--- src/rtl/axi_line_adapter_pkg.sv ---
`default_nettype none
// ============================================================================
// Module : axi_line_adapter_pkg
// Brief  : Shared types, AXI encodings and helpers for axi_line_adapter.
// Rev    : 1.0  initial release
// ============================================================================
package axi_line_adapter_pkg;

  localparam int unsigned DEF_ADDR_W = 64;
  localparam int unsigned DEF_DATA_W = 64;
  localparam int unsigned DEF_ID_W   = 4;

  localparam logic [1:0] BURST_INCR  = 2'b01;
  localparam logic [1:0] BURST_WRAP  = 2'b10;
  localparam logic [1:0] RESP_SLVERR = 2'b10;
  localparam logic [3:0] CACHE_MOD   = 4'b0010;

  typedef enum logic [2:0] {
    IDLE  = 3'd0,
    WR    = 3'd1,
    WR_B  = 3'd2,
    RD_AR = 3'd3,
    RD_R  = 3'd4
  } state_t;

  typedef struct packed {
    logic [DEF_ID_W-1:0]   id;
    logic [DEF_ADDR_W-1:0] addr;
    logic [7:0]            len;
    logic [2:0]            size;
    logic [1:0]            burst;
    logic                  lock;
    logic [3:0]            cache;
    logic [2:0]            prot;
    logic [3:0]            qos;
  } ax_chan_t;

  typedef struct packed {
    logic [DEF_DATA_W-1:0]   data;
    logic [DEF_DATA_W/8-1:0] strb;
    logic                    last;
  } w_chan_t;

  typedef struct packed {
    logic [DEF_ID_W-1:0] id;
    logic [1:0]          resp;
  } b_chan_t;

  typedef struct packed {
    logic [DEF_ID_W-1:0]   id;
    logic [DEF_DATA_W-1:0] data;
    logic [1:0]            resp;
    logic                  last;
  } r_chan_t;

  typedef struct packed {
    ax_chan_t aw;
    logic     aw_valid;
    w_chan_t  w;
    logic     w_valid;
    logic     b_ready;
    ax_chan_t ar;
    logic     ar_valid;
    logic     r_ready;
  } axi_req_t;

  typedef struct packed {
    logic    aw_ready;
    logic    ar_ready;
    logic    w_ready;
    logic    b_valid;
    b_chan_t b;
    logic    r_valid;
    r_chan_t r;
  } axi_rsp_t;

  // Index of the beat holding addr within its line.
  function automatic int unsigned beat_index(input logic [63:0] addr,
                                             input int unsigned line_bytes,
                                             input int unsigned beat_bytes);
    logic [63:0] offs;
    offs = addr % 64'(line_bytes);
    return 32'(offs / 64'(beat_bytes));
  endfunction

endpackage
`default_nettype wire

--- src/rtl/axi_line_adapter.sv ---
`default_nettype none
// ============================================================================
// Module : axi_line_adapter
// Brief  : Converts one cache request (word or full line) into one AXI4 burst.
//          Optional macro AXI_LINE_ADAPTER_CWF_EN: critical-word-first line reads.
// Rev    : 1.0  initial release
// ============================================================================
module axi_line_adapter
  import axi_line_adapter_pkg::*;
#(
  parameter int unsigned LINE_WIDTH     = 256,
  parameter int unsigned AXI_ADDR_WIDTH = 64,
  parameter int unsigned AXI_DATA_WIDTH = 64,
  parameter int unsigned AXI_ID_WIDTH   = 4,
  parameter type axi_req_t = axi_line_adapter_pkg::axi_req_t,
  parameter type axi_rsp_t = axi_line_adapter_pkg::axi_rsp_t
) (
  input  logic                      clk_i,
  input  logic                      rst_ni,
  input  logic                      req_i,
  output logic                      gnt_o,
  input  logic                      line_i,
  input  logic                      we_i,
  input  logic [AXI_ADDR_WIDTH-1:0] addr_i,
  input  logic [2:0]                size_i,
  input  logic [AXI_ID_WIDTH-1:0]   id_i,
  input  logic [LINE_WIDTH-1:0]     wdata_i,
  input  logic [LINE_WIDTH/8-1:0]   be_i,
  output logic                      valid_o,
  output logic [LINE_WIDTH-1:0]     rdata_o,
  output logic [AXI_ID_WIDTH-1:0]   id_o,
  output logic                      err_o,
  output logic                      cw_valid_o,
  output logic [AXI_DATA_WIDTH-1:0] cw_o,
  output axi_req_t                  axi_req_o,
  input  axi_rsp_t                  axi_resp_i
);

  localparam int unsigned NUM_BEATS  = LINE_WIDTH / AXI_DATA_WIDTH;
  localparam int unsigned CNT_W      = (NUM_BEATS > 1) ? $clog2(NUM_BEATS) : 1;
  localparam int unsigned BEAT_BYTES = AXI_DATA_WIDTH / 8;
  localparam int unsigned LINE_BYTES = LINE_WIDTH / 8;
  localparam int unsigned STRB_W     = AXI_DATA_WIDTH / 8;
  localparam logic [2:0]  LINE_SIZE  = 3'($clog2(BEAT_BYTES));
  localparam logic [7:0]  LINE_LEN   = 8'(NUM_BEATS - 1);
  localparam logic [CNT_W:0] NB_EXT  = (CNT_W + 1)'(NUM_BEATS);
  localparam logic [AXI_ADDR_WIDTH-1:0] LINE_MASK = ~(AXI_ADDR_WIDTH'(LINE_BYTES - 1));
  localparam logic [AXI_ADDR_WIDTH-1:0] BEAT_MASK = ~(AXI_ADDR_WIDTH'(BEAT_BYTES - 1));

  state_t                    state, state_n;
  logic [CNT_W-1:0]          cnt, cnt_inc;
  logic [AXI_ADDR_WIDTH-1:0] addr_q;
  logic [AXI_ID_WIDTH-1:0]   id_q;
  logic [LINE_WIDTH-1:0]     line_buf, line_next, rdata_q;
  logic [LINE_WIDTH/8-1:0]   be_q;
  logic                      is_line, err_q, aw_done, w_done, rd_done;
  logic [2:0]                size_q;

  logic             aw_valid, w_valid, b_ready, ar_valid, r_ready;
  logic             aw_hs, w_hs, r_hs, w_last, b_fire;
  logic [7:0]       len;
  logic [CNT_W-1:0] addr_beat, start_beat, w_beat, slot;
  logic [CNT_W:0]   slot_sum;

  generate
    if (NUM_BEATS == 1) begin : g_cnt_tied
      assign cnt_inc = '0;
    end else begin : g_cnt_inc
      assign cnt_inc = cnt + 1'b1;
    end
  endgenerate

  assign addr_beat = CNT_W'(beat_index(64'(addr_q), LINE_BYTES, BEAT_BYTES));

`ifdef AXI_LINE_ADAPTER_CWF_EN
  assign start_beat = addr_beat;
`else
  assign start_beat = is_line ? '0 : addr_beat;
`endif

  assign w_beat   = is_line ? cnt : addr_beat;
  assign slot_sum = {1'b0, start_beat} + {1'b0, cnt};
  assign slot     = (slot_sum >= NB_EXT) ? CNT_W'(slot_sum - NB_EXT) : slot_sum[CNT_W-1:0];
  assign len      = is_line ? LINE_LEN : 8'd0;
  assign w_last   = (8'(cnt) == len);

  assign aw_hs  = aw_valid & axi_resp_i.aw_ready;
  assign w_hs   = w_valid & axi_resp_i.w_ready;
  assign r_hs   = r_ready & axi_resp_i.r_valid;
  assign b_fire = b_ready & axi_resp_i.b_valid;

  always_ff @(posedge clk_i) begin
    if (!rst_ni) state <= IDLE;
    else         state <= state_n;
  end

  always_comb begin
    state_n = state;
    unique case (state)
      IDLE:  if (req_i) state_n = we_i ? WR : RD_AR;
      WR:    if ((aw_done || aw_hs) && (w_done || (w_hs && w_last))) state_n = WR_B;
      WR_B:  if (axi_resp_i.b_valid) state_n = IDLE;
      RD_AR: if (axi_resp_i.ar_ready) state_n = RD_R;
      RD_R:  if (axi_resp_i.r_valid && axi_resp_i.r.last) state_n = IDLE;
      default: state_n = IDLE;
    endcase
  end

  always_comb begin
    gnt_o    = 1'b0;
    aw_valid = 1'b0;
    w_valid  = 1'b0;
    b_ready  = 1'b0;
    ar_valid = 1'b0;
    r_ready  = 1'b0;
    unique case (state)
      IDLE:  gnt_o = req_i;
      WR: begin
        aw_valid = !aw_done;
        w_valid  = !w_done;
      end
      WR_B:  b_ready  = 1'b1;
      RD_AR: ar_valid = 1'b1;
      RD_R:  r_ready  = 1'b1;
      default: ;
    endcase
  end

  always_comb begin
    line_next = line_buf;
    line_next[slot*AXI_DATA_WIDTH +: AXI_DATA_WIDTH] = axi_resp_i.r.data;
  end

  always_ff @(posedge clk_i) begin
    if (!rst_ni) begin
      cnt      <= '0;
      addr_q   <= '0;
      id_q     <= '0;
      line_buf <= '0;
      be_q     <= '0;
      is_line  <= 1'b0;
      size_q   <= '0;
      err_q    <= 1'b0;
      aw_done  <= 1'b0;
      w_done   <= 1'b0;
      rd_done  <= 1'b0;
      rdata_q  <= '0;
    end else begin
      rd_done <= 1'b0;
      if (gnt_o) begin
        addr_q   <= addr_i;
        id_q     <= id_i;
        line_buf <= we_i ? wdata_i : '0;
        be_q     <= be_i;
        is_line  <= line_i;
        size_q   <= size_i;
        err_q    <= 1'b0;
        aw_done  <= 1'b0;
        w_done   <= 1'b0;
        cnt      <= '0;
      end
      if (aw_hs) aw_done <= 1'b1;
      if (w_hs) begin
        cnt <= cnt_inc;
        if (w_last) w_done <= 1'b1;
      end
      if (r_hs) begin
        cnt      <= cnt_inc;
        line_buf <= line_next;
        err_q    <= err_q | axi_resp_i.r.resp[1];
        if (axi_resp_i.r.last) begin
          rdata_q <= line_next;
          rd_done <= 1'b1;
        end
      end
    end
  end

  // Write completion is reported combinationally with B; read completion one cycle after r_last.
  assign valid_o    = b_fire | rd_done;
  assign err_o      = rd_done ? err_q : (b_fire & axi_resp_i.b.resp[1]);
  assign id_o       = id_q;
  assign rdata_o    = rdata_q;
  assign cw_valid_o = r_hs && (cnt == '0);
  assign cw_o       = axi_resp_i.r.data;

  always_comb begin
    axi_req_o          = '0;
    axi_req_o.aw.id    = id_q;
    axi_req_o.aw.addr  = is_line ? (addr_q & LINE_MASK) : addr_q;
    axi_req_o.aw.len   = len;
    axi_req_o.aw.size  = is_line ? LINE_SIZE : size_q;
    axi_req_o.aw.burst = BURST_INCR;
    axi_req_o.aw.cache = CACHE_MOD;
    axi_req_o.aw_valid = aw_valid;
    axi_req_o.w.data   = line_buf[w_beat*AXI_DATA_WIDTH +: AXI_DATA_WIDTH];
    axi_req_o.w.strb   = be_q[w_beat*STRB_W +: STRB_W];
    axi_req_o.w.last   = w_last;
    axi_req_o.w_valid  = w_valid;
    axi_req_o.b_ready  = b_ready;
    axi_req_o.ar.id    = id_q;
`ifdef AXI_LINE_ADAPTER_CWF_EN
    axi_req_o.ar.addr  = is_line ? (addr_q & BEAT_MASK) : addr_q;
    axi_req_o.ar.burst = is_line ? BURST_WRAP : BURST_INCR;
`else
    axi_req_o.ar.addr  = is_line ? (addr_q & LINE_MASK) : addr_q;
    axi_req_o.ar.burst = BURST_INCR;
`endif
    axi_req_o.ar.len   = len;
    axi_req_o.ar.size  = is_line ? LINE_SIZE : size_q;
    axi_req_o.ar.cache = CACHE_MOD;
    axi_req_o.ar_valid = ar_valid;
    axi_req_o.r_ready  = r_ready;
  end

  logic unused_rsp;
  assign unused_rsp = ^{axi_resp_i.b.id, axi_resp_i.b.resp[0],
                        axi_resp_i.r.id, axi_resp_i.r.resp[0], BEAT_MASK};

endmodule
`default_nettype wire

--- config.mk ---
export PLATFORM = sky130hd
export DESIGN_NAME = axi_line_adapter
export DESIGN_NICKNAME = d
export VERILOG_FILES = /design/src/rtl/axi_line_adapter_pkg.sv /design/src/rtl/axi_line_adapter.sv
export SDC_FILE = /design/constraint.sdc
export NUM_CORES = 1
export LEC_CHECK = 0
export CAP_MARGIN = 30
export CORE_AREA = 2 2 409 411
export DETAILED_ROUTE_END_ITERATION = 10
export DIE_AREA = 0 0 411 413
export GPL_ROUTABILITY_DRIVEN = 0
export GPL_TIMING_DRIVEN = 0
export PLACE_DENSITY_LB_ADDON = 0.08
export SYNTH_ARGS = -nofsm -noshare
export SYNTH_HDL_FRONTEND = slang
export SYNTH_SLANG_ARGS = --single-unit
--- constraint.sdc ---
create_clock -name clk_i -period 8.7 [get_ports clk_i]
set_clock_uncertainty 0.1 [all_clocks]
set_input_delay 1.305 -clock clk_i [delete_from_list [all_inputs] [get_ports clk_i]]
set_output_delay 1.305 -clock clk_i [all_outputs]
set_load 0.02 [all_outputs]
==> metrics, run 1 <==
Syn Area/Cell=a little over 9 sq um; Max Buffers Root-to-Sink=3; drt initial violations=roughly 2100; fin. max-slew vios=0; largest net degree at the start of global routing=12; chip height=between 400 and 500 um; WL per Instance=30.4 um; max cap viols=0; main flop type after synthesis=dfxtp_1; H-tree levels=3; CTS Buf Count=just under 90; Setup WS pre-CTS=around 2.9 ns; Placement Cell Area=~43000 sq um; Hold Crit Class=reg -> reg; total setup buffers inserted after CTS=0; Post-CTS Hold Buffers=0; hold worst-path end=rdata_o[195]; Finished Core Util=27.7%; Synth warnings=0; Hold Slack=approximately 0.35 ns; Vias/cell=4.59; core area=between 150000 and 200000 sq um; status=finished clean; R2R Path Start=is_line; Area Overhead vs Synth=52.7%; fin nets=4871; Clk pwr share=39.2%; post-synthesis sequential area ratio=41.5%; Detail Placement HPWL=163 mm; clk slew on worst S/H paths=0.06 ns; Worst Slack Setup Final=3.02 ns; final WL=between 200 and 250 mm; number of global-route vias before repair=30200; # IOs=slightly above 1000; CP Max Fanout=10; worst slew pin tran=0.962 ns; share of post-route cells with drive strength above 1=around 14%; gate count of the mapped netlist=3292; WS Path Type=reg -> reg; # DRC=0; Antenna Violating Nets Remaining=0; Root Buffer=clkbuf_16; fin area=46000 sq um; relative slew slack=35.9%; final setup fails=0; pwr dens=201 nW/um^2; hold path depth=2; Initial Util=between 10% and 20%; PostCTS Resize Cnt=0; switching pwr=3.14 mW; commonest non-fill, non-tap cells in the layout=986 x clkdlybuf4s50_1, 625 x dfxtp_1, 336 x nand2_1; post-placement cell count=6534; flop2flop setup slack=3.02 ns; Core Rows=150; part of the power in combinational logic=26.3%; Port Buffers=986; register share of total power=34.5%; final hold vios=0; unrepaired setup endpoints after global routing=no; Tmin final=5.68 ns; clk sinks=625; Async SR Flop Fraction=0%; Leak Pwr=16.5 nW; Arr. time, crit path=6.21 ns; Synth Cell Area=roughly 30000 sq um; Die Area=around 170000 sq um; Sw Share=34.0%; Worst R2R End=rdata_o[84]; required time of the critical path=9.23 ns; initial antenna violation count=67; worst reg2reg path depth=15; Remaining Overflow, GRT=0; hold path startpoint=rdata_o[195]; Chip Width=411 um; post-route setup TNS=0 ns; non-filler cells in the finished layout=6708; clk_lat worst skew=0.71 ns; most common cell after layout, fill and taps aside=clkdlybuf4s50_1; Startpoint Class=flip-flop; CTS tree=built; VDD IR-drop max=about 0.00012 V; f_max=176 MHz; vias=between 30000 and 40000; GRT Total Usage=23.1%; first-pass GRT wire length=271 mm; Post-synth EDFFs=0; final period utilization=65.3%; CP Capture Type=flip-flop; first-pass iteration count of the detailed router=5; post-synthesis cell type count=56; Cell Int Power=just over 6 mW; Power, Total=9.24 mW; synthesized flop and latch total=625
routing by layer:
metal	share of wire, %	global-route usage [%]
met5	0.067	0
met4	3.1	6.44
met3	6.3	5.30
met2	50	41.2
met1	40	27.5
worst max-delay path by stage:
stage,from,slack (ns),endpoint,depth (start not counted)
2_1_floorplan,axi_resp_i[71],5.05,cw_valid_o,4
3_3_place_gp,is_line,2.40,rdata_o[231],13
3_5_place_dp,is_line,2.94,rdata_o[84],15
4_1_cts,is_line,2.64,axi_req_o[101],6
5_1_grt,is_line,2.64,rdata_o[84],15
6_report,is_line,3.02,rdata_o[84],15
flip-flops by register name, indices dropped and copies added (netlist names):
| signal | count |
|---|---|
| err_q | 1 |
| is_line | 1 |
| be_q | 32 |
| aw_done | 1 |
| state | 3 |
| id_o | 4 |
| rd_done | 1 |
| size_q | 3 |
| rdata_o | 256 |
| cnt | 2 |
| addr_q | 64 |
| w_done | 1 |
| line_buf | 256 |
Yosys cell counts (all sizes together) (7+ instances only):
library cell | count | area share [%]
dfxtp | 625 | 42
a221oi | 143 | 4.2
a22o | 64 | 1.9
a21boi | 154 | 3.8
and2 | 7 | 0.15
a31o | 64 | 1.9
o21ai | 69 | 1.2
a221o | 72 | 2.4
nor3b | 67 | 1.7
mux4 | 72 | 5.4
nand2 | 338 | 4.2
a22oi | 180 | 4.5
buf | 364 | 8.2
clkbuf | 198 | 2.5
nor2b | 330 | 6.9
nor2 | 90 | 1.1
a21oi | 75 | 1.3
and3 | 57 | 1.2
a31oi | 49 | 1.0
inv | 17 | 0.21
nand3 | 216 | 3.6
power by group through the flow:
| stage | logic (mW) | clock network (mW) | registers (mW) |
|---|---|---|---|
| after floorplan | 1.21 | 0 | 3.18 |
| after global placement | 2.44 | 0 | 3.25 |
| after detailed placement | 2.46 | 0 | 3.25 |
| after CTS | 2.47 | 3.71 | 3.19 |
| after global routing | 2.58 | 3.80 | 3.21 |
| final | 2.43 | 3.62 | 3.19 |
critical path, cell delays in order, from the launching register on:
cell and delay (ns):
dfxtp_1 0.42, nor2b_1 0.66, ha_1 0.37, xnor2_4 0.10, xnor2_4 0.44, buf_16 0.22, clkbuf_1 0.58, ha_1 0.38
nor4bb_1 0.28, clkbuf_1 0.48, buf_16 0.22, buf_1 0.52, a21oi_1 0.15, nor2_1 0.32, a22oi_1 0.16, nor2b_1 0.15
cell families after synthesis:
family | after synthesis | share of synthesized area, %
AND/OR/NAND/NOR | 1128 | 19.5
AO/OA/AOI/OAI | 878 | 22.3
flip-flops | 625 | 41.5
buffers and inverters | 579 | 10.8
multiplexers | 73 | 5.41
adder cells (fa/ha/maj) | 5 | 0.208
other | 2 | 0.0249
XOR/XNOR | 2 | 0.183
area by class of cell:
type,count,area (sq um)
Fill cell,17900,120000
Multi-Input combinational cell,2126,14500
Sequential cell,625,12500
Timing Repair Buffer,1001,10100
Buffer,562,3210
Tap cell,2204,2760
Clock buffer,126,2540
Clock inverter,25,238
Inverter,17,63.8
Antenna cell,22,55.1
Note: power is estimated with default switching activity, not from simulation.
==> inputs of run 2 (changes only) <==
--- a/config.mk
+++ b/config.mk
@@ -6,9 +6,9 @@
 export NUM_CORES = 1
 export LEC_CHECK = 0
 export CAP_MARGIN = 30
-export CORE_AREA = 2 2 409 411
+export CORE_AREA = 2 2 402 404
 export DETAILED_ROUTE_END_ITERATION = 10
-export DIE_AREA = 0 0 411 413
+export DIE_AREA = 0 0 404 406
 export GPL_ROUTABILITY_DRIVEN = 0
 export GPL_TIMING_DRIVEN = 0
 export PLACE_DENSITY_LB_ADDON = 0.08
==> constraint.sdc (replaced) <==
create_clock -name clk_i -period 5.4 [get_ports clk_i]
set_clock_uncertainty 0.1 [all_clocks]
set_input_delay 0.81 -clock clk_i [delete_from_list [all_inputs] [get_ports clk_i]]
set_output_delay 0.81 -clock clk_i [all_outputs]
set_load 0.02 [all_outputs]
==> run 2 against run 1 <==
- critical endpoint is now rdata_o[89]
- combinational power rose by 62%
- hold slack better by 0.0011 ns
- die area fell by 3.4%
- clock-buffer cell count down 2
- critical path type unchanged
- largest cell class unchanged
- critical path depth stayed put
==> metrics, run 2 (same netlist as run 1, synthesis figures left out) <==
status=finished clean; fin. max-slew vios=0 (unchanged); post-placement cell count=6416 (-1.8%); WL per Instance=31.1 um (+2.2%); Leak Pwr=16.5 nW (about the same); largest net degree at the start of global routing=17 (+5); relative slew slack=32.3% (-3.6 points); GRT Total Usage=24.1% (+1.0 points); core area=160000 sq um (-3.8%); VDD IR-drop max=0.000236 V (+90%); worst slew pin tran=1.02 ns (+0.0533 ns); post-route setup TNS=0 ns (unchanged); final hold vios=0 (unchanged); H-tree levels=3 (unchanged); CTS tree=built; CP Cell Sequence=nor2b_1 -> ha_1 -> xnor2_4 -> xnor2_4 -> buf_12 -> clkbuf_1 -> ha_1 -> nor4bb_1 -> clkbuf_1 -> buf_8 -> clkbuf_1 -> a21oi_1 -> nor2_1 -> a22oi_1 -> nor2b_1; Arr. time, crit path=5.68 ns (-0.53 ns); register share of total power=34.2% (-0.3 points); non-filler cells in the finished layout=6590 (-1.8%); Sw Share=33.8% (-0.19 points); area of the multi-input gates=14500 sq um (about the same); clk sinks=625 (unchanged); WS Path Type=reg -> reg; Core Rows=147 (-2.0%); part of the power in combinational logic=26.1% (-0.2 points); Tmin final=5.15 ns (-0.525 ns); # fillers=17200 (-4.1%); final setup fails=0 (unchanged); first-pass GRT wire length=274 mm (+0.99%); flop2flop setup slack=0.25 ns (-2.78 ns); chip height=406 um (-1.7%); share of post-route cells with drive strength above 1=14.3% (-0.019 points); Cell Int Power=9.94 mW (+63%); Root Buffer=clkbuf_16; f_max=194 MHz (+10%); Vias/cell=4.68 (+1.9%); Die Area=164000 sq um (-3.4%); Area Overhead vs Synth=52.4%; Slowest cell on crit path=clkbuf_1; Chip Width=404 um (-1.7%); Worst path max stage delay=0.61 ns (-0.05 ns); switching pwr=5.07 mW (+62%); Clk pwr share=39.6% (+0.4 points); unrepaired setup endpoints after global routing=no; commonest non-fill, non-tap cells in the layout=986 x clkdlybuf4s50_1, 625 x dfxtp_1, 336 x nand2_1; final WL=205 mm (+0.43%); Antenna Violating Nets Remaining=0 (unchanged); # IOs=1038 (unchanged); first-pass iteration count of the detailed router=5 (unchanged); Hold Crit Class=reg -> reg; Worst path most repeated cell=clkbuf_1; Startpoint Class=flip-flop; final period utilization=95.4% (+30 points); clk_lat worst skew=0.70 ns (about the same); Remaining Overflow, GRT=0 (unchanged); Detail Placement HPWL=163 mm (about the same); # DRC=0 (unchanged); Post-CTS Hold Buffers=0 (unchanged); most common cell after layout, fill and taps aside=clkdlybuf4s50_1; vias=30800 (+0.078%); Initial Util=18.9% (+0.71 points); clk slew on worst S/H paths=0.06 ns (about the same); initial antenna violation count=64 (-4.5%); pwr dens=327 nW/um^2 (+63%); Port Buffers=986 (unchanged); CP Max Fanout=16 (+6); required time of the critical path=5.93 ns (-3.30 ns); drt initial violations=1992 (-4.3%); max cap viols=0 (unchanged); CP Capture Type=flip-flop; CTS Buf Count=85 (-2.3%); fin nets=4867 (-0.082%); Max Buffers Root-to-Sink=3 (unchanged); number of global-route vias before repair=30500 (+0.88%); register area=12500 sq um (unchanged)
## run 2: cell count changes in the layout (fill, tap and decap cells not counted), sizes merged
cell,previous run,this run
inv,21,17
clkbuf,324,322
bufinv,3,6
clkinv,18,20
buf,379,377
clkinvlp,0,2
diode,22,23
## run 2: cell type report
type	count	share of cell area [%]
Timing Repair Buffer	1000	22.0
Inverter	17	0.139
Tap cell	2086	5.68
Multi-Input combinational cell	2126	31.6
Clock inverter	28	0.725
Antenna cell	23	0.125
Buffer	561	6.98
Sequential cell	625	27.2
Clock buffer	124	5.48
## run 2: critical path, delay by kind of cell (launching register included)
family,cells,cell delay [ns]
fa+ha+maj,2,0.72
flops,1,0.44
simple gates,4,1.03
buf+inv,5,2.06
compound gates,2,0.24
xor+xnor,2,0.43
## run 2: what timing repair did
| action | CTS | global route |
|---|---|---|
| endpoints found under the setup margin | 1 | 14 |
| hold endpoints to repair | 0 | 0 |
| gates cloned | 0 | 0 |
| gates resized for setup | 0 | 3 |
| setup buffers | 0 | 0 |
## run 2: final timing paths
path                              startpoint      endpoint  cells after the start
worst max register to register       is_line   rdata_o[89]                     15
worst max-delay path                 is_line   rdata_o[89]                     15
worst min-delay path            rdata_o[255]  rdata_o[255]                      2
worst min register to register  rdata_o[255]  rdata_o[255]                      2
## run 2: per-layer routing
layer	global-route usage, %	up-vias	share of wire (%)
met1	29.2	15400	41
li1	-	14000	-
met2	42.5	1162	50
met4	8.17	20	3.1
met3	4.71	245	5.9
met5	0	-	0.062
## run 2: stage by stage
stage | util, % | hold slack (ns) | setup slack, ns | power (mW) | cell area [sq um]
global placement | 26.8 | 0.338 | -0.800 | 9.17 | 42800
finish | 28.8 | 0.352 | 0.247 | 15.0 | 45900
detailed placement | 26.9 | 0.345 | 0.0179 | 9.21 | 43000
floorplan | - | 0.338 | 1.96 | 7.08 | 30300
CTS | 28.7 | 0.353 | 0.0724 | 15.2 | 45900
global route | 28.8 | 0.362 | 0.0319 | 15.6 | 45900
## run 2: power by group through the flow
stage	logic [mW]	registers, mW	clock network (mW)
2_1_floorplan	1.95	5.13	0
3_3_place_gp	3.94	5.23	0
3_5_place_dp	3.97	5.24	0
4_1_cts	3.98	5.14	6.10
5_1_grt	4.16	5.17	6.27
6_report	3.93	5.14	5.95
